--- src/rtl/multiplexed_display_pkg.sv ---
// Shared constants for the multiplexed four-digit seven-segment display:
// digit codes, active-low segment patterns and the anode decode helper.
package multiplexed_display_pkg;

  localparam int DIGIT_COUNT = 4;
  localparam int IDX_W       = $clog2(DIGIT_COUNT);

  // Digit codes beyond 0..9 used by the display
  localparam logic [3:0] DIGIT_BLANK = 4'd10;
  localparam logic [3:0] DIGIT_DASH  = 4'd11;

  // Active-low segment patterns, bit order {g,f,e,d,c,b,a}
  localparam logic [6:0] SEG_0     = 7'b1000000;
  localparam logic [6:0] SEG_1     = 7'b1111001;
  localparam logic [6:0] SEG_2     = 7'b0100100;
  localparam logic [6:0] SEG_3     = 7'b0110000;
  localparam logic [6:0] SEG_4     = 7'b0011001;
  localparam logic [6:0] SEG_5     = 7'b0010010;
  localparam logic [6:0] SEG_6     = 7'b0000010;
  localparam logic [6:0] SEG_7     = 7'b1111000;
  localparam logic [6:0] SEG_8     = 7'b0000000;
  localparam logic [6:0] SEG_9     = 7'b0010000;
  localparam logic [6:0] SEG_BLANK = 7'b1111111;
  localparam logic [6:0] SEG_DASH  = 7'b0111111;

  // Active-low one-cold anode enable for scan position idx (bit 3 = leftmost)
  function automatic logic [DIGIT_COUNT-1:0] anode_for(input logic [IDX_W-1:0] idx);
    logic [DIGIT_COUNT-1:0] a;
    a      = '1;
    a[idx] = 1'b0;
    return a;
  endfunction

endpackage

--- src/rtl/multiplexed_display_seven_seg_decoder.sv ---
// Digit code to active-low seven-segment pattern. Codes 0..9 are decimal
// digits, 10 is blank, 11 is a dash; anything else shows blank.
module seven_seg_decoder
  import multiplexed_display_pkg::*;
(
  input  logic [3:0] digit,
  output logic [6:0] seg
);

  // Table lookup of the segment pattern; undefined codes stay dark
  always_comb begin
    seg = SEG_BLANK;
    case (digit)
      4'd0:        seg = SEG_0;
      4'd1:        seg = SEG_1;
      4'd2:        seg = SEG_2;
      4'd3:        seg = SEG_3;
      4'd4:        seg = SEG_4;
      4'd5:        seg = SEG_5;
      4'd6:        seg = SEG_6;
      4'd7:        seg = SEG_7;
      4'd8:        seg = SEG_8;
      4'd9:        seg = SEG_9;
      DIGIT_BLANK: seg = SEG_BLANK;
      DIGIT_DASH:  seg = SEG_DASH;
      default:     seg = SEG_BLANK;
    endcase
  end

endmodule

--- src/rtl/multiplexed_display.sv ---
// Four-digit multiplexed seven-segment driver. A 2-bit scan index walks the
// digits 0,1,2,3 at the 500 Hz scan clock; each edge registers the segment,
// anode and colon drive for the current index while the index advances.
// Mode 0 shows free capacity and first empty slot, mode 1 shows MM:SS.
module multiplexed_display
  import multiplexed_display_pkg::*;
(
  input  logic       clk_500Hz,
  input  logic       reset,
  input  logic       mode,
  input  logic [2:0] capacity,
  input  logic [1:0] empty_slot,
  input  logic [5:0] minutes,
  input  logic [5:0] seconds,
  output logic [6:0] seg,
  output logic [3:0] anode,
  output logic       colon
);

  logic [IDX_W-1:0]       idx;
  logic [3:0]             digit_p0;
  logic [6:0]             seg_p0;
  logic [DIGIT_COUNT-1:0] anode_p0;
  logic                   colon_p0;

  // Decimal tens digit of a 0..63 value (at most 6, fits a digit code)
  function automatic logic [3:0] bcd_tens(input logic [5:0] v);
    return 4'(v / 6'd10);
  endfunction

  // Decimal ones digit of a 0..63 value
  function automatic logic [3:0] bcd_ones(input logic [5:0] v);
    return 4'(v % 6'd10);
  endfunction

  // ---- stage p0: choose the digit code for the current scan position ----
  // Select what the digit under idx should show, straight from the inputs
  always_comb begin
    digit_p0 = DIGIT_BLANK;
    if (mode) begin
      case (idx)
        2'd3:    digit_p0 = bcd_tens(minutes);
        2'd2:    digit_p0 = bcd_ones(minutes);
        2'd1:    digit_p0 = bcd_tens(seconds);
        default: digit_p0 = bcd_ones(seconds);
      endcase
    end else begin
      case (idx)
        2'd3:    digit_p0 = {1'b0, capacity};
        2'd2:    digit_p0 = DIGIT_BLANK;
        2'd1:    digit_p0 = DIGIT_BLANK;
        default: digit_p0 = (capacity == 3'd0) ? DIGIT_DASH : {2'b00, empty_slot};
      endcase
    end
  end

  seven_seg_decoder u_decoder (
    .digit (digit_p0),
    .seg   (seg_p0)
  );

  // Anode and colon drive for the digit under idx; colon lit only in time mode
  always_comb begin
    anode_p0 = anode_for(idx);
    colon_p0 = ~mode;
  end

  // ---- stage p1: registered outputs and scan index ----
  // Advance the scan and latch this digit's drive; reset darkens everything
  always_ff @(posedge clk_500Hz or negedge reset) begin
    if (!reset) begin
      idx   <= '0;
      seg   <= SEG_BLANK;
      anode <= '1;
      colon <= 1'b1;
    end else begin
      idx   <= idx + IDX_W'(1);
      seg   <= seg_p0;
      anode <= anode_p0;
      colon <= colon_p0;
    end
  end

endmodule

--- config.mk ---
export PLATFORM = sky130hd
export DESIGN_NAME = multiplexed_display
export DESIGN_NICKNAME = d
export VERILOG_FILES = /design/src/rtl/multiplexed_display_pkg.sv /design/src/rtl/multiplexed_display_seven_seg_decoder.sv /design/src/rtl/multiplexed_display.sv
export SDC_FILE = /design/constraint.sdc
export NUM_CORES = 1
export LEC_CHECK = 0
export BUFFER_PORTS_ARGS = -buffer_cell sky130_fd_sc_hd__buf_4
export CORE_MARGIN = 2
export CORE_UTILIZATION = 40
export DETAILED_ROUTE_END_ITERATION = 8
export PLACE_DENSITY_LB_ADDON = 0.25
export SLEW_MARGIN = 10
export SYNTH_ARGS = -nofsm -noshare
export SYNTH_HDL_FRONTEND = slang
export SYNTH_HIERARCHICAL = 1
export SYNTH_SLANG_ARGS = --single-unit
--- constraint.sdc ---
create_clock -name clk_500Hz -period 4 [get_ports clk_500Hz]
set_input_delay 0.4 -clock clk_500Hz [delete_from_list [all_inputs] [get_ports clk_500Hz]]
set_output_delay 0.4 -clock clk_500Hz [all_outputs]
set_load 0.02 [all_outputs]
Word-level counts from Yosys, hierarchy flattened
Memory sizes are Yosys's and may differ from the RTL's. A register that Yosys moved wholly into a read port is not among the register bits. Cells that the tools add are included.

Memory bits (read-only): 112. Flip-flop bits (word level): 7. Memories: 1. Output and inout bits: 12.

Bitwise gates (word level): 2. Mux-type cells: 6. Reductions and logical operators: 4. Add/sub/neg operators: 1. $lt $le $gt $ge: 2. Equality and inequality tests: 3. Div/mod/pow operators: 4.

Memory list: (no name shown) (depth 16, width 7, rd ports 1, clocked after memory_dff 1, write ports 0, line multiplexed_display_seven_seg_decoder.sv:13) `case (digit)`.

Operator list (count): divider 6 x 4 -> 6 bit, second input constant (2); remainder unit 6 x 4 -> 6 bit, second input constant (2); case mux 4 bit (3 select lines) (1); two-way mux 4 bit (2); case mux 4 bit (2 select lines) (1); == test 2 bit, second input constant (2); NOT 4 bit (1); zero test 3 bit (1); less-than comparator 2 x 3 -> 1 bit, second input constant (1); adder 2 x 1 -> 2 bit, second input constant (1); demux 1 bit (select 2 bit) (1); == test 2 x 1 -> 1 bit, second input constant (1); greater-or-equal comparator 2 x 1 -> 1 bit, second input constant (1); OR reduction 2 bit (1); logical AND 1 bit (1); zero test 1 bit (1); two-way mux 1 bit (1); NOT 1 bit (1).

Depth between registers and ports, before layout
Gate-level depths: netlist of run 1.

Word-level depth: 5. Mapped depth: 16. Mapped depth without buffers: 15.

Modules after synthesis
The synthesis of run 1 kept the hierarchy.

By module, submodules not included: multiplexed_display (instances 1, cells an instance 122, seq. area each 365.4 um^2, area each 1122.3 um^2); seven_seg_decoder (instances 1, cells an instance 33, seq. area each 0.0 um^2, area each 209.0 um^2).

Worst setup path before layout of run 1
No wires, ideal clock.

Path kind: reg-to-reg. From: register idx[0]. To: register seg[3]. Setup slack: 0.865 ns. Arrival time: 3.062 ns. Library setup time: 0.073 ns. Stages on the path, launching flop included: 15. Buffers on the path: 1. Cells stage by stage: dfrtp_1 -> inv_1 -> ha_1 -> buf_6 -> mux2_4 -> or4_1 -> o21a_2 -> nand3_2 -> nor2_1 -> or4_1 -> inv_1 -> ha_1 -> or2_1 -> a21oi_2 -> a21oi_1.

Cells in the longest elaborated chain, start to end: 4. Elaborated cells on any way between the ends: 7. Those cells by class: 3 x eq/ne; 3 x mux; 1 x reduce/logical.

RTL lines: start: declaration (line multiplexed_display.sv:20) `logic [IDX_W-1:0] idx;`; start signal: assignment (line multiplexed_display.sv:77) `idx <= idx + IDX_W'(1);`; == test 2 x 1 -> 1 bit / == test 2 bit (equally long branches) (line multiplexed_display.sv:41, multiplexed_display.sv:48); OR reduction 2 bit (no source line); case mux 4 bit (2 select lines) (line multiplexed_display.sv:48) `case (idx)`; two-way mux 4 bit (*) (line multiplexed_display.sv:40) `if (mode) begin`; via digit_p0[1] (line multiplexed_display.sv:21) `logic [3:0] digit_p0;`; end: declaration (line multiplexed_display.sv:15) `output logic [6:0] seg,`.

The timed path passes the listed nets; every way through them passes the cells marked *.

Worst setup path after layout of run 1
From: register idx[1]. To: register seg[3].

The elaborated chain is that of the path after synthesis.

==> results of run 1 <==
==> critical path: cells and delay by family (launching register included) <==
| family | cells | cell delay (ns) |
|---|---|---|
| compound gates | 4 | 0.51 |
| buf+inv | 3 | 0.40 |
| mux | 1 | 0.26 |
| flops | 1 | 0.41 |
| simple gates | 4 | 1.17 |
| fa+ha+maj | 3 | 0.69 |
==> cell type report <==
cell class,instances,area (µm²)
tap,44,55.1
timing repair buffer,33,250
sequential,14,365
fill,295,1460
multi-input combinational,121,877
clock buffer,4,36.3
inverter,16,60.1
==> final timing paths <==
path,start,to,cells after the start
worst max register to register,idx[1]$_DFF_PN0_,seg[3]$_DFF_PN1_,15
worst min register to register,idx[0]$_DFF_PN0_,idx[0]$_DFF_PN0_,1
min in group asynchronous,reset,idx[1]$_DFF_PN0_,2
worst max-delay path,idx[1]$_DFF_PN0_,seg[3]$_DFF_PN1_,15
worst min-delay path,mode,colon$_DFF_PN1_,2
max in group asynchronous,reset,seg[5]$_DFF_PN1_,2
==> cells in the final DEF, fill, tap and decap left out, types with 5 or more instances in the layout <==
cell	synthesis	final
mux2_2	5	5
buf_4	1	32
nor2_1	12	12
a21oi_1	13	13
ha_1	14	14
inv_1	16	16
dfstp_2	12	12
o21ai_0	10	10
nand2_1	7	7
mux2i_1	7	7
==> what timing repair did <==
| action | 4_1_cts | 5_1_grt |
|---|---|---|
| gates resized for setup | 0 | 0 |
| hold buffers | 1 | 0 |
| setup endpoints to repair | 0 | 0 |
| hold endpoints to repair | 2 | 0 |
==> per-layer routing <==
| metal | vias up | routed length, µm | global-route usage (%) |
|---|---|---|---|
| li1 | 630 | - | - |
| met1 | 587 | 1520 | 25.9 |
| met2 | 50 | 1540 | 30.8 |
| met3 | 2 | 196 | 1.45 |
| met4 | 0 | 30 | 6.38 |
| met5 | - | 0 | 0 |
==> kinds of logic (layout without fill, tap and decap cells) <==
group / Yosys count / in the layout / share of synthesized area (%)
buffers and inverters: 20 / 53 / 6.67
adders and majority gates: 14 / 14 / 13.2
AOI/OAI and AO/OA: 46 / 46 / 22.2
muxes: 13 / 13 / 10.6
xor gates and xnor gates: 1 / 1 / 0.658
and+or+nand+nor: 47 / 47 / 19.3
DFF: 14 / 14 / 27.4
==> state kept, by name, summed over array words and instances (netlist names) <==
| name | flops |
|---|---|
| seg | 7 |
| anode | 4 |
| idx | 2 |
| colon | 1 |
==> power groups by stage <==
stage	Clock (mW)	Sequential [mW]	Combinational (mW)
6_report	0.0971	0.169	0.142
3_3_place_gp	0	0.172	0.137
5_1_grt	0.110	0.170	0.156
3_5_place_dp	0	0.172	0.141
2_1_floorplan	0	0.192	0.0604
4_1_cts	0.100	0.170	0.142
==> stage by stage <==
stage / setup slack [ns] / hold WS, ns / power [mW] / cells / utilization (%)
global placement: 0.651 / 0.250 / 0.308 / 227 / 51.5
global route: 0.154 / 0.295 / 0.437 / 232 / 53.0
detailed placement: 0.530 / 0.251 / 0.312 / 227 / 51.5
finish: 0.464 / 0.311 / 0.409 / 232 / 53.0
CTS: 0.487 / 0.295 / 0.411 / 232 / 53.0
floorplan: 0.865 / 0.104 / 0.253 / 155 / -
==> run summary, run 1 <==
Vias in the first global route - 1192
Final number of max-transition violations - 0
Maximum vdd drop - 0.000114 V
Clk_skew - 0.0109 ns
Core area - 0.00310 mm²
Critical path type - reg2reg
CP max stage delay - 0.70 ns
Design area - 0.00164 mm²
Gate power share - 34.9%
WP data arrival - 3.73 ns
Clock Power Share - 23.7%
Crit share post-route - 88.4%
Clk slew on worst S/H paths - 0.09 ns
Dpl cell area - 0.00160 mm²
Sw Ratio - 31.0%
Sequential area share after synthesis - 27.4%
GRT Util Overall - 18.7%
CTS tree - done
CP cell instances - inv_1 -> ha_1 -> mux2_2 -> inv_1 -> ha_1 -> nor4_1 -> a31oi_1 -> a21oi_1 -> nor3_1 -> or4_1 -> inv_1 -> ha_1 -> or2_1 -> a21oi_2 -> a21oi_1
Startpoint Class - register
Row count - 20
CP max FO - 7
R2R Setup Slk - 0.46 ns
Mapped Nets - 189
Worst Path Required - 4.19 ns
Fin crit period - 3.54 ns
Global route total overflow - 0
Worst Tran Pin Value - 0.735 ns
Top cells by count, synth - 16 x inv_1, 14 x ha_1, 13 x a21oi_1
Power Density - 249 mW/mm²
Area grow syn2layout - 23.5%
Post-synth top area cell - dfstp_2
Most common cell in the netlist - inv_1
Crit. End Element - register
H-tree Lvls - 1
Die X - 61.7 µm
Die area - 0.00381 mm²
Share of flip-flops with an asynchronous set or reset - 100%
Global-route wire length before repair - 5.38 mm
Final WL - 3.28 mm
Largest cells by area after synthesis - dfstp_2 24%, ha_1 13%, mux2i_1 5.3%, a21oi_1 4.9%, inv_1 4.5%
Die Ht - 61.7 µm
Setup_tns - 0 ns
Port bufs - 31
DRC violations left - 0
Post-synth top flop - dfstp_2
Initial Util - 42.9%
Static leakage - 0.744 nW
Setup violators final - 0
Clk root buf - clkbuf_4
Initial DRC count - 116
Total clock sinks - 14
Worst Hold Class - in2reg
Ys Warns - 6
Synth Area per Inst - 8.59 µm²
Clock Latency Late Sink - 0.27 ns
Vias per std cell - 5.47
Initial antenna violation count - 0
Seq pwr share - 41.4%
Post-synth top area share - 23.7%
Mapped cell area - 0.00133 mm²
Global placer's final weighted congestion - 0.798
Final hold viol count - 0
RSZ-0062 raised after global routing - no
Via Count - 1269
# diodes - 0
Fin nets - 223
I/O pin count - 32
Reported net switching power - 0.127 mW
Detail Route Antenna Nets - 0
CP max-delay cell - or4_1
Synthesized instance count - 155
WL/cell - 14.1 µm
Status - completed
Fmax - 0.283 GHz
Largest net degree at the start of global routing - 18
CTS Buf Count - 3
Synth Register Bits - 14
Setup repair bufs after CTS - 0
Post-synth EDFFs - 0
Yosys cell types - 46
Clk buf depth - 2
Max Cap Viol - 0
Slew HR - 49.6%
Cell Int Power - 0.282 mW
Post-DP HPWL - 2.62 mm
Share of layout cells above drive strength 1 - 30.9%
First-pass DRT Iterations - 4
Note: power is estimated with default switching activity, not from simulation.
==> inputs of run 2 (changes only) <==
- BUFFER_PORTS_ARGS: -buffer_cell sky130_fd_sc_hd__buf_4 -> not set
- DONT_BUFFER_PORTS: not set -> 1
==> run 2 against run 1 <==
  * Critical path depth down 2
  * Wire length shrank 8.4%
  * Largest power group unchanged
  * Count of clock-buffer cells in the layout unchanged
  * Setup slack worse by 0.044 ns
  * Sequential cell count is the same
  * Final cell count fell by 13%
  * Fmax down 1.2%
  * Worst hold slack got worse by 0.13 ns
==> run summary, run 2 (synthesized netlist as in run 1, its figures left out) <==
Status - completed
HP Start - mode
Detail Route Antenna Nets - 0 (unchanged)
Power Density - 262 mW/mm² (+5.2%)
Reg-to-reg endpoint - seg[3]$_DFF_PN1_
Final hold viol count - 0 (unchanged)
Maximum vdd drop - 0.0000915 V (-20%)
Die X - 61.7 µm (unchanged)
Crit. End Element - register
Die area - 0.00381 mm² (unchanged)
Die Ht - 61.7 µm (unchanged)
Critical path type - reg2reg
Reg2reg start - idx[0]$_DFF_PN0_
Hold Crit Depth - 1 (-1)
Fmax - 0.279 GHz (-1.2%)
GRT Util Overall - 16.3% (-2.5 points)
Initial antenna violation count - 0 (unchanged)
Total clock sinks - 14 (unchanged)
Share of layout cells above drive strength 1 - 17.7% (-13 points)
Top reg by flops - seg
Fin crit period - 3.58 ns (+0.0435 ns)
RSZ-0062 raised after global routing - no
Worst Tran Pin Value - 0.735 ns (+0.000625 ns)
Vias in the first global route - 1026 (-14%)
Max Cap Viol - 0 (unchanged)
Clk slew on worst S/H paths - 0.09 ns (about the same)
R2R Setup Slk - 0.42 ns (-0.04 ns)
Final WL - 3.00 mm (-8.4%)
Commonest non-fill, non-tap cells in the layout - 16 x inv_1, 14 x ha_1, 13 x a21oi_1
Via Count - 1165 (-8.2%)
Number of flip-flops in the largest register - 7 (unchanged)
CP max FO - 12 (+5)
Startpoint Class - register
Row count - 20 (unchanged)
Design area - 0.00142 mm² (-14%)
Finished Core Util - 45.7% (-7.3 points)
Largest net degree at the start of global routing - 15 (-3)
Regs by FF count - seg: 7 flops, anode: 4 flops, idx: 2 flops
Clock Latency Late Sink - 0.28 ns (about the same)
Initial Util - 42.9% (unchanged)
First-pass DRT Iterations - 4 (unchanged)
H-tree Lvls - 1 (unchanged)
Setup violators final - 0 (unchanged)
Port bufs - 0 (-100%)
WP data arrival - 3.79 ns (+0.06 ns)
CTS tree - done
Hold EP - colon$_DFF_PN1_
Final number of max-transition violations - 0 (unchanged)
Static leakage - 0.601 nW (-19%)
Crit share post-route - 89.5% (+1.1 points)
Slew HR - 49.7% (+0.092 points)
CTS Buf Count - 3 (unchanged)
Post-CTS Resized - 0 (unchanged)
# diodes - 0 (unchanged)
Initial DRC count - 70 (-40%)
Vias per std cell - 5.77 (+5.4%)
Fin nets - 193 (-13%)
WL/cell - 14.9 µm (+5.2%)
Clk buf depth - 2 (unchanged)
Global-route wire length before repair - 4.67 mm (-13%)
Global route total overflow - 0 (unchanged)
Post-DP HPWL - 2.38 mm (-9.1%)
Commonest non-fill, non-tap cell in the layout - inv_1
Filler cells - 319 (+8.1%)
WHS - 0.179 ns (-0.132 ns)
Area grow syn2layout - 6.58%
Worst Path Required - 4.21 ns (+0.02 ns)
Global placer's final weighted congestion - 0.866 (+8.5%)
Setup_tns - 0 ns (unchanged)
Worst Hold Class - in2reg
DRC violations left - 0 (unchanged)
Dpl cell area - 0.00137 mm² (-14%)
Clk_skew - 0.00383 ns (-0.00704 ns)
I/O pin count - 32 (unchanged)
Clk root buf - clkbuf_4
Worst R2R Path Depth - 13 (-2)
Core area - 0.00310 mm² (unchanged)
[run 2: cell count changes in the layout (fill, tap and decap cells not counted)]
cell | before | now
buf_4 | 32 | 2
[run 2: stage by stage]
stage	setup WS [ns]	cells	power, mW
2_1_floorplan	0.865	155	0.253
3_3_place_gp	0.573	197	0.267
3_5_place_dp	0.464	197	0.269
4_1_cts	0.438	202	0.372
5_1_grt	0.230	202	0.396
6_report	0.421	202	0.371
[run 2: what timing repair did]
action                    4_1_cts  5_1_grt
buffers inserted                0        0
hold buffers                    1        0
hold endpoints to repair       14        0
[run 2: power by group]
| group | switching, mW | total [mW] | internal [mW] |
|---|---|---|---|
| combinational | 0.0452 | 0.0778 | 0.0325 |
| sequential | 0.0245 | 0.192 | 0.167 |
| clock | 0.0462 | 0.102 | 0.0554 |
[run 2: critical path, cell delays in order (launching register included)]
cell     delay, ns
dfrtp_1       0.43
inv_1         0.13
ha_1          0.47
mux2_4        0.36
or4_1         0.52
o21a_2        0.25
nand3_2       0.08
nor2_1        0.04
or4_1         0.60
inv_1         0.18
ha_1          0.15
or2_1         0.11
a21oi_2       0.06
a21oi_1       0.14
[run 2: worst max-delay path by stage]
stage / cells past startpoint / startpoint / end
floorplan: 14 / idx[0]$_DFF_PN0_ / seg[3]$_DFF_PN1_
global placement: 13 / idx[0]$_DFF_PN0_ / seg[3]$_DFF_PN1_
detailed placement: 13 / idx[0]$_DFF_PN0_ / seg[3]$_DFF_PN1_
finish: 13 / idx[0]$_DFF_PN0_ / seg[3]$_DFF_PN1_
global route: 13 / idx[0]$_DFF_PN0_ / seg[4]$_DFF_PN1_
CTS: 13 / idx[0]$_DFF_PN0_ / seg[3]$_DFF_PN1_
[run 2: per-layer routing]
layer | global-route usage [%] | part of all wire (%) | up-vias
met5 | 0 | 0 | -
met4 | 6.69 | 1.0 | 0
met3 | 2.28 | 7.6 | 4
met2 | 25.1 | 45 | 40
met1 | 22.8 | 46 | 549
li1 | - | - | 572
[run 2: area by class of cell]
cell class / count / area, µm² / share of cell area (%)
Multi-Input combinational cell: 121 / 877 / 61.8
Clock buffer: 4 / 36.3 / 2.56
Timing Repair Buffer: 3 / 25.0 / 1.76
Tap cell: 44 / 55.1 / 3.88
Sequential cell: 14 / 365 / 25.7
Inverter: 16 / 60.1 / 4.23
